`config.mk`:
```
export PLATFORM = sky130hd
export DESIGN_NAME = ysyx_23060025_icache
export DESIGN_NICKNAME = d
export VERILOG_FILES = /design/src/rtl/ysyx_23060025_icache_pkg.sv /design/src/rtl/ysyx_23060025_icache_array.sv /design/src/rtl/ysyx_23060025_icache.sv
export SDC_FILE = /design/constraint.sdc
export NUM_CORES = 2
export LEC_CHECK = 0
export BUFFER_PORTS_ARGS = -buffer_cell sky130_fd_sc_hd__buf_2
export CAP_MARGIN = 20
export CORE_MARGIN = 5
export CORE_UTILIZATION = 44
export DETAILED_ROUTE_END_ITERATION = 6
export PLACE_DENSITY = 0.71
export REMOVE_ABC_BUFFERS = 1
export SLEW_MARGIN = 20
export SYNTH_ARGS = -nofsm -noshare
export SYNTH_HDL_FRONTEND = slang
export SYNTH_SLANG_ARGS = --single-unit
export TNS_END_PERCENT = 30
```
`constraint.sdc`:
```
create_clock -name clock -period 3.35 [get_ports clock]
set_clock_uncertainty 0.2 [all_clocks]
set_input_delay 0.335 -clock clock [delete_from_list [all_inputs] [get_ports clock]]
set_output_delay 0.335 -clock clock [all_outputs]
set_load 0.02 [all_outputs]
```
`src/rtl/ysyx_23060025_icache_pkg.sv`:
```
// Shared definitions for the instruction cache: geometry defaults, FSM state
// type and the AXI encodings used by the refill master.
package ysyx_23060025_icache_pkg;

  localparam int unsigned ICACHE_ADDR_WIDTH  = 32;
  localparam int unsigned ICACHE_DATA_WIDTH  = 32;
  localparam int unsigned ICACHE_OFFSET_BITS = 4;
  localparam int unsigned ICACHE_INDEX_BITS  = 4;

  typedef enum logic [1:0] {
    ICACHE_IDLE    = 2'd0,
    ICACHE_LOOKUP  = 2'd1,
    ICACHE_MISS_AR = 2'd2,
    ICACHE_MISS_R  = 2'd3
  } icache_state_e;

  localparam logic [1:0] AXI_BURST_INCR = 2'b01;
  localparam logic [2:0] AXI_SIZE_4B    = 3'b010;
  localparam logic [1:0] AXI_RESP_OKAY  = 2'b00;

endpackage

```
`src/rtl/ysyx_23060025_icache_array.sv`:
```
// Direct-mapped icache storage: per-line valid bit, tag and data words.
// One combinational read port, one word write port, a tag+valid write port
// and a flash clear of every valid bit.
module ysyx_23060025_icache_array #(
  parameter int unsigned TAG_BITS   = 24,
  parameter int unsigned INDEX_BITS = 4,
  parameter int unsigned WORD_BITS  = 2,
  parameter int unsigned DATA_WIDTH = 32
) (
  input  logic                  clock,
  input  logic                  reset,
  input  logic                  flash_clear_i,
  input  logic [INDEX_BITS-1:0] rd_idx_i,
  input  logic [WORD_BITS-1:0]  rd_word_i,
  output logic                  rd_valid_o,
  output logic [TAG_BITS-1:0]   rd_tag_o,
  output logic [DATA_WIDTH-1:0] rd_data_o,
  input  logic [INDEX_BITS-1:0] wr_idx_i,
  input  logic                  wr_en_i,
  input  logic [WORD_BITS-1:0]  wr_word_i,
  input  logic [DATA_WIDTH-1:0] wr_data_i,
  input  logic                  tag_we_i,
  input  logic [TAG_BITS-1:0]   tag_i,
  input  logic                  valid_i
);

  localparam int unsigned LINES = 1 << INDEX_BITS;
  localparam int unsigned SLOTS = 1 << (INDEX_BITS + WORD_BITS);

  logic [LINES-1:0]      valid_q;
  logic [TAG_BITS-1:0]   tag_q  [LINES];
  logic [DATA_WIDTH-1:0] data_q [SLOTS];

  assign rd_valid_o = valid_q[rd_idx_i];
  assign rd_tag_o   = tag_q[rd_idx_i];
  assign rd_data_o  = data_q[{rd_idx_i, rd_word_i}];

  // Valid bits: cleared by reset or flash clear, written with the tag on line fill
  always_ff @(posedge clock) begin
    if (reset || flash_clear_i) begin
      valid_q <= '0;
    end else if (tag_we_i) begin
      valid_q[wr_idx_i] <= valid_i;
    end
  end

  // Tag storage, written once per refill on the last beat
  always_ff @(posedge clock) begin
    if (tag_we_i) begin
      tag_q[wr_idx_i] <= tag_i;
    end
  end

  // Data storage, one word per accepted refill beat
  always_ff @(posedge clock) begin
    if (wr_en_i) begin
      data_q[{wr_idx_i, wr_word_i}] <= wr_data_i;
    end
  end

endmodule

```
`src/rtl/ysyx_23060025_icache.sv`:
```
// Direct-mapped instruction cache between the IFU and the AXI arbiter.
// Hits answer in the LOOKUP cycle; misses refill a full line with an AXI4
// INCR burst and re-run the lookup. Optional performance counters are built
// when YSYX_23060025_ICACHE_PERF_EN is defined.
module ysyx_23060025_icache
  import ysyx_23060025_icache_pkg::*;
#(
  parameter int unsigned ADDR_WIDTH  = ICACHE_ADDR_WIDTH,
  parameter int unsigned DATA_WIDTH  = ICACHE_DATA_WIDTH,
  parameter int unsigned OFFSET_BITS = ICACHE_OFFSET_BITS,
  parameter int unsigned INDEX_BITS  = ICACHE_INDEX_BITS
) (
  input  logic                  clock,
  input  logic                  reset,
  input  logic                  ifu_psel_i,
  input  logic [ADDR_WIDTH-1:0] ifu_paddr_i,
  output logic                  ifu_pready_o,
  output logic [DATA_WIDTH-1:0] ifu_prdata_o,
  input  logic                  fence_i_i,
  output logic                  arvalid_o,
  input  logic                  arready_i,
  output logic [ADDR_WIDTH-1:0] araddr_o,
  output logic [7:0]            arlen_o,
  output logic [2:0]            arsize_o,
  output logic [1:0]            arburst_o,
  input  logic                  rvalid_i,
  output logic                  rready_o,
  input  logic [DATA_WIDTH-1:0] rdata_i,
  input  logic [1:0]            rresp_i,
  input  logic                  rlast_i
);

  localparam int unsigned WORD_BITS = OFFSET_BITS - 2;
  localparam int unsigned WORDS     = 1 << WORD_BITS;
  localparam int unsigned TAG_BITS  = ADDR_WIDTH - INDEX_BITS - OFFSET_BITS;

  icache_state_e state_q, state_d;
  logic [ADDR_WIDTH-1:2] req_addr_q, req_addr_d;
  logic [WORD_BITS-1:0]  beat_q, beat_d;
  logic                  beat_ovf_q, beat_ovf_d;
  logic                  resp_err_q, resp_err_d;
  logic                  fence_pend_q, fence_pend_d;

  logic [TAG_BITS-1:0]   req_tag;
  logic [INDEX_BITS-1:0] req_idx;
  logic [WORD_BITS-1:0]  req_word;

  logic                  rd_valid;
  logic [TAG_BITS-1:0]   rd_tag;
  logic [DATA_WIDTH-1:0] rd_data;
  logic                  hit;

  logic                  flash_clear;
  logic                  wr_en;
  logic                  tag_we;
  logic                  valid_wr;

  logic                  unused_paddr_lsb;

  assign unused_paddr_lsb = ^ifu_paddr_i[1:0];

  assign req_tag  = req_addr_q[ADDR_WIDTH-1:OFFSET_BITS+INDEX_BITS];
  assign req_idx  = req_addr_q[OFFSET_BITS+INDEX_BITS-1:OFFSET_BITS];
  assign req_word = req_addr_q[OFFSET_BITS-1:2];

  assign hit = rd_valid && (rd_tag == req_tag);

  assign arlen_o   = 8'(WORDS - 1);
  assign arsize_o  = AXI_SIZE_4B;
  assign arburst_o = AXI_BURST_INCR;

  ysyx_23060025_icache_array #(
    .TAG_BITS   (TAG_BITS),
    .INDEX_BITS (INDEX_BITS),
    .WORD_BITS  (WORD_BITS),
    .DATA_WIDTH (DATA_WIDTH)
  ) u_array (
    .clock         (clock),
    .reset         (reset),
    .flash_clear_i (flash_clear),
    .rd_idx_i      (req_idx),
    .rd_word_i     (req_word),
    .rd_valid_o    (rd_valid),
    .rd_tag_o      (rd_tag),
    .rd_data_o     (rd_data),
    .wr_idx_i      (req_idx),
    .wr_en_i       (wr_en),
    .wr_word_i     (beat_q),
    .wr_data_i     (rdata_i),
    .tag_we_i      (tag_we),
    .tag_i         (req_tag),
    .valid_i       (valid_wr)
  );

  // State, request address, refill bookkeeping and pending fence
  always_ff @(posedge clock) begin
    if (reset) begin
      state_q      <= ICACHE_IDLE;
      req_addr_q   <= '0;
      beat_q       <= '0;
      beat_ovf_q   <= 1'b0;
      resp_err_q   <= 1'b0;
      fence_pend_q <= 1'b0;
    end else begin
      state_q      <= state_d;
      req_addr_q   <= req_addr_d;
      beat_q       <= beat_d;
      beat_ovf_q   <= beat_ovf_d;
      resp_err_q   <= resp_err_d;
      fence_pend_q <= fence_pend_d;
    end
  end

  // Next-state, IFU response, AXI master outputs and array write controls.
  // A fence seen outside IDLE is parked and applied in the first IDLE cycle,
  // so an in-flight lookup still completes against the old contents.
  always_comb begin
    state_d      = state_q;
    req_addr_d   = req_addr_q;
    beat_d       = beat_q;
    beat_ovf_d   = beat_ovf_q;
    resp_err_d   = resp_err_q;
    fence_pend_d = fence_pend_q | fence_i_i;
    flash_clear  = 1'b0;
    ifu_pready_o = 1'b0;
    ifu_prdata_o = '0;
    arvalid_o    = 1'b0;
    araddr_o     = '0;
    rready_o     = 1'b0;
    wr_en        = 1'b0;
    tag_we       = 1'b0;
    valid_wr     = 1'b0;

    unique case (state_q)
      ICACHE_IDLE: begin
        fence_pend_d = 1'b0;
        flash_clear  = fence_i_i | fence_pend_q;
        if (ifu_psel_i) begin
          req_addr_d = ifu_paddr_i[ADDR_WIDTH-1:2];
          state_d    = ICACHE_LOOKUP;
        end
      end
      ICACHE_LOOKUP: begin
        if (hit) begin
          ifu_pready_o = 1'b1;
          ifu_prdata_o = rd_data;
          state_d      = ICACHE_IDLE;
        end else begin
          state_d = ICACHE_MISS_AR;
        end
      end
      ICACHE_MISS_AR: begin
        arvalid_o = 1'b1;
        araddr_o  = {req_tag, req_idx, {OFFSET_BITS{1'b0}}};
        if (arready_i) begin
          beat_d     = '0;
          beat_ovf_d = 1'b0;
          resp_err_d = 1'b0;
          state_d    = ICACHE_MISS_R;
        end
      end
      ICACHE_MISS_R: begin
        rready_o = 1'b1;
        if (rvalid_i) begin
          wr_en  = 1'b1;
          beat_d = beat_q + WORD_BITS'(1);
          if (beat_q == '1) begin
            beat_ovf_d = 1'b1;
          end
          if (rresp_i != AXI_RESP_OKAY) begin
            resp_err_d = 1'b1;
          end
          if (rlast_i) begin
            // Valid only for exactly WORDS beats, all OKAY.
            tag_we   = 1'b1;
            valid_wr = !beat_ovf_q && (beat_q == '1) && !resp_err_q &&
                       (rresp_i == AXI_RESP_OKAY);
            state_d  = ICACHE_LOOKUP;
          end
        end
      end
      default: state_d = ICACHE_IDLE;
    endcase
  end

`ifdef YSYX_23060025_ICACHE_PERF_EN
  logic [63:0] perf_hit_cnt_q;
  logic [63:0] perf_miss_cnt_q;
  logic [63:0] perf_refill_cycle_cnt_q;

  // Hit/miss counted at each LOOKUP exit; refill cycles while in MISS_*
  always_ff @(posedge clock) begin
    if (reset) begin
      perf_hit_cnt_q          <= '0;
      perf_miss_cnt_q         <= '0;
      perf_refill_cycle_cnt_q <= '0;
    end else begin
      if (state_q == ICACHE_LOOKUP) begin
        if (hit) begin
          perf_hit_cnt_q <= perf_hit_cnt_q + 64'd1;
        end else begin
          perf_miss_cnt_q <= perf_miss_cnt_q + 64'd1;
        end
      end
      if ((state_q == ICACHE_MISS_AR) || (state_q == ICACHE_MISS_R)) begin
        perf_refill_cycle_cnt_q <= perf_refill_cycle_cnt_q + 64'd1;
      end
    end
  end
`endif

endmodule

```
==> impl_metrics.csv <==
group,metric,value,unit
drt,wl,253.0,mm
placement,port_buffers,133,
critical_path,path_cells,"buf_12 -> mux4_2 -> mux4_2 -> xor2_4 -> nor4b_2 -> and4b_1 -> and4_4 -> buf_12 -> buf_16 -> and2_4 -> buf_6",
pwr,irDropWorstVdd,0.0004888,V
sta,layout_setup_ws,-1.264,ns
final_layout,fin_area,113800,um2
synthesis,synth_top_cells_by_count,"edfxtp_1 (2432), mux4_2 (768), clkbuf_1 (142)",
floorplanning,io_pins,153,
clocking,clockRootBuffer,"clkbuf_16",
outcome,status,"finished, violations left",
synthesis,synth_top_family_by_area,"multiplexers",
hold_path,hold_path_class,"reg -> reg",
drt,dr.pass1.iters,6,
critical_path,path_max_fanout,8,
sta,hold_viol_final,0,
final_layout,nets,4761,
final_layout,final_core_util,52.49,%
clocking,clk_pin_slew_worst_paths,0.06,ns
floorplanning,core.rowCount,171,
critical_path,crit_type,"reg -> out",
drt,initialDrtViolationCount,6633,
clocking,cts_tree,"yes",
clocking,max-clock-path-buffers,3,
grt,grt_overflow,0,
run,cap_viol_max_count,0,
pwr,power,0.06627,W
floorplanning,chipHeight,476.1,um
synthesis,yosysMostFrequentCell,"edfxtp_1",
sta,timing.final.max_slew_violations,0,
final_layout,drive_gt1_share,36.46,%
outcome,violations,"setup timing",
placement,finalWeightedCongestion,0.8166,
synthesis,syn_area,95600,um2
grt,grt_max_degree,129,
synthesis,syn-instance-count,3993,
sta,fmax,216.7,MHz
drt,antenna_left,0,
placement,dp_slack,-0.4794,ns
drt,vias,46650,
sta,slew_headroom,17.23,%
synthesis,synth-xor-area-share,0.2382,%
sta,rsz0062_at_grt,"true",
synthesis,yosys.area.top_type,"edfxtp_1",
pwr,p_per_area,582.5,nW/um2
synthesis,synth_compound_area_share,0.5052,%
grt,antenna_found_initial,16,
floorplanning,die-width,476.1,um
sta,finalCritPeriodShare,137.7,%
synthesis,ys_seq_area_share,77.63,%
sta,setup_viol,34,
critical_path,worst_setup_path_end_kind,"output port",
grt,globalRouteTotalUtil,22.10,%
final_layout,area_growth,19.00,%
synthesis,synth.area.mux_share,18.86,%
synthesis,synth_flop_cell,"edfxtp_1",
synthesis,ys_warn_count,0,
placement,hpwl,141.6,mm
critical_path,cp_data_required_time,2.81,ns
sta,worst_slew_pin_slew,1.242,ns
final_layout,nFillCells,16010,
synthesis,yosys.area_share.simple,1.569,%
critical_path,crit_slowest_cell,"mux4_2",
sta,final.setup.tns,-39.84,ns
drt,wl_per_cell,32.66,um
synthesis,netlist-cell-type-count,52,
critical_path,crit_arrival,4.08,ns
synthesis,async_reset_ff_share,0,%
grt,grt_pass1_vias,47430,
placement,dpl-instance-area,104200,um2
hold_path,hold_start,"u_array.valid_q[14]",
sta,layout_min_cycle_time,4.614,ns
clocking,clkSinkCount,2491,
drt,routed_via_density,6.022,
synthesis,synth_seq_cells,2491,
synthesis,yosys-top-cells-area,"edfxtp_1 (76%), mux4_2 (18%), dfxtp_1 (1.2%), clkbuf_1 (0.56%), mux2i_1 (0.55%)",
synthesis,synth_edf_count,2432,
critical_path,startpoint_type,"register",
clocking,clkLatencyLatePin,0.88,ns
grt,grt_pass1_wl,356.3,mm
floorplanning,initial_core_util,44.11,%
floorplanning,core_area,216700,um2
clocking,htreeDepth,4,
synthesis,avgSynthCellArea,23.94,um2
clocking,numCtsBuffers,233,
drt,drc,0,
pwr,leakagePower,35.31,nW
synthesis,synth_fa_ha_area_share,0.07853,%
synthesis,synth_top_area_share,76.39,%
critical_path,max_stage_delay,0.55,ns
floorplanning,die_area,226700,um2
-- report_power, final --
part	leakage, nW	switching (W)	internal, W
Clock	3.85	0.0116	0.0156
Sequential	22.4	0.0000729	0.0343
Combinational	9.07	0.00246	0.00230
-- layer usage --
metal	vias up	part of all wire (%)	global-route usage [%]
met3	548	11	6.088
met4	4	4.7	9.187
met2	2894	48	35.49
met1	24760	36	28.70
li1	18450	-	-
met5	-	0.011	0
-- worst max-delay path, delay by kind of cell (launching register included) --
| family | cells | cell delay, ns |
|---|---|---|
| multiplexers | 2 | 1.05 |
| buffers and inverters | 4 | 0.56 |
| flip-flops | 1 | 0.37 |
| XOR/XNOR | 1 | 0.20 |
| AND/OR/NAND/NOR | 4 | 1.01 |
-- metrics by stage --
step / std cells / hold slack [ns]
3_3_place_gp: 7163 / 0.2406
5_1_grt: 7745 / 0.2624
4_1_cts: 7726 / 0.1781
3_5_place_dp: 7163 / 0.2581
2_1_floorplan: 3779 / 0.2041
6_report: 7746 / 0.2689
-- placed cells by master, fill, tap and decap left out, types with 5 or more instances in the layout --
cell,instances
and2_4,12
clkinv_16,9
ha_1,6
clkbuf_1,41
buf_12,140
xor2_1,12
diode_2,5
buf_4,297
a21oi_1,47
inv_1,5
clkbuf_16,237
nand3_1,12
clkinv_2,40
and2_1,52
conb_1,17
nand2b_1,12
clkbuf_8,6
nor2_4,72
bufinv_16,32
mux4_2,771
mux2i_1,51
nor2b_1,7
o21ai_0,20
nand2_1,96
xnor2_1,12
clkinvlp_4,10
edfxtp_1,2432
nor2_2,6
buf_2,97
clkinv_1,57
dfxtp_1,53
dlygate4sd3_1,115
nor2_1,19
buf_6,16
dfxtp_4,5
-- worst paths after layout --
path	to	slack, ns	cells after the start
worst max-delay path	ifu_prdata_o[27]	-1.26	11
worst max register to register	state_q[1]	-0.02	11
worst min register to register	u_array.valid_q[14]	0.27	2
worst min-delay path	u_array.valid_q[14]	0.27	2
-- flip-flops by register name, summed over array words and instances, names as in the netlist, named ones only --
register and flops:
u_array.data_q 2048, u_array.tag_q 384, req_addr_q 30, u_array.valid_q 16, beat_q 2, state_q 2
beat_ovf_q 1, fence_pend_q 1, resp_err_q 1
-- final cells by class --
| class | count | area [um2] | area share, % |
|---|---|---|---|
| inverter | 6 | 25.02 | 0.02200 |
| timing repair buffer | 668 | 6919 | 6.082 |
| sequential | 2491 | 74230 | 65.25 |
| tap | 2854 | 3571 | 3.139 |
| antenna | 5 | 12.51 | 0.01100 |
| clock buffer | 284 | 6167 | 5.421 |
| multi-input combinational | 1282 | 21030 | 18.49 |
| clock inverter | 156 | 1805 | 1.587 |
-- repair_timing --
| action | 4_1_cts | 5_1_grt |
|---|---|---|
| pin swaps | 1 | 7 |
| hold endpoints to repair | 1784 | 0 |
| gates cloned | 1 | 0 |
| hold buffers | 115 | 0 |
| resized for setup | 58 | 21 |
| setup endpoints to repair | 34 | 34 |
| buffers inserted | 7 | 15 |
-- cells by family after synthesis --
logic type | Yosys count
fa+ha+maj | 6
compound gates | 86
buf+inv | 235
simple gates | 316
xor+xnor | 26
other cells | 2
mux | 831
flops | 2491
(Power assumes the default switching activity.)
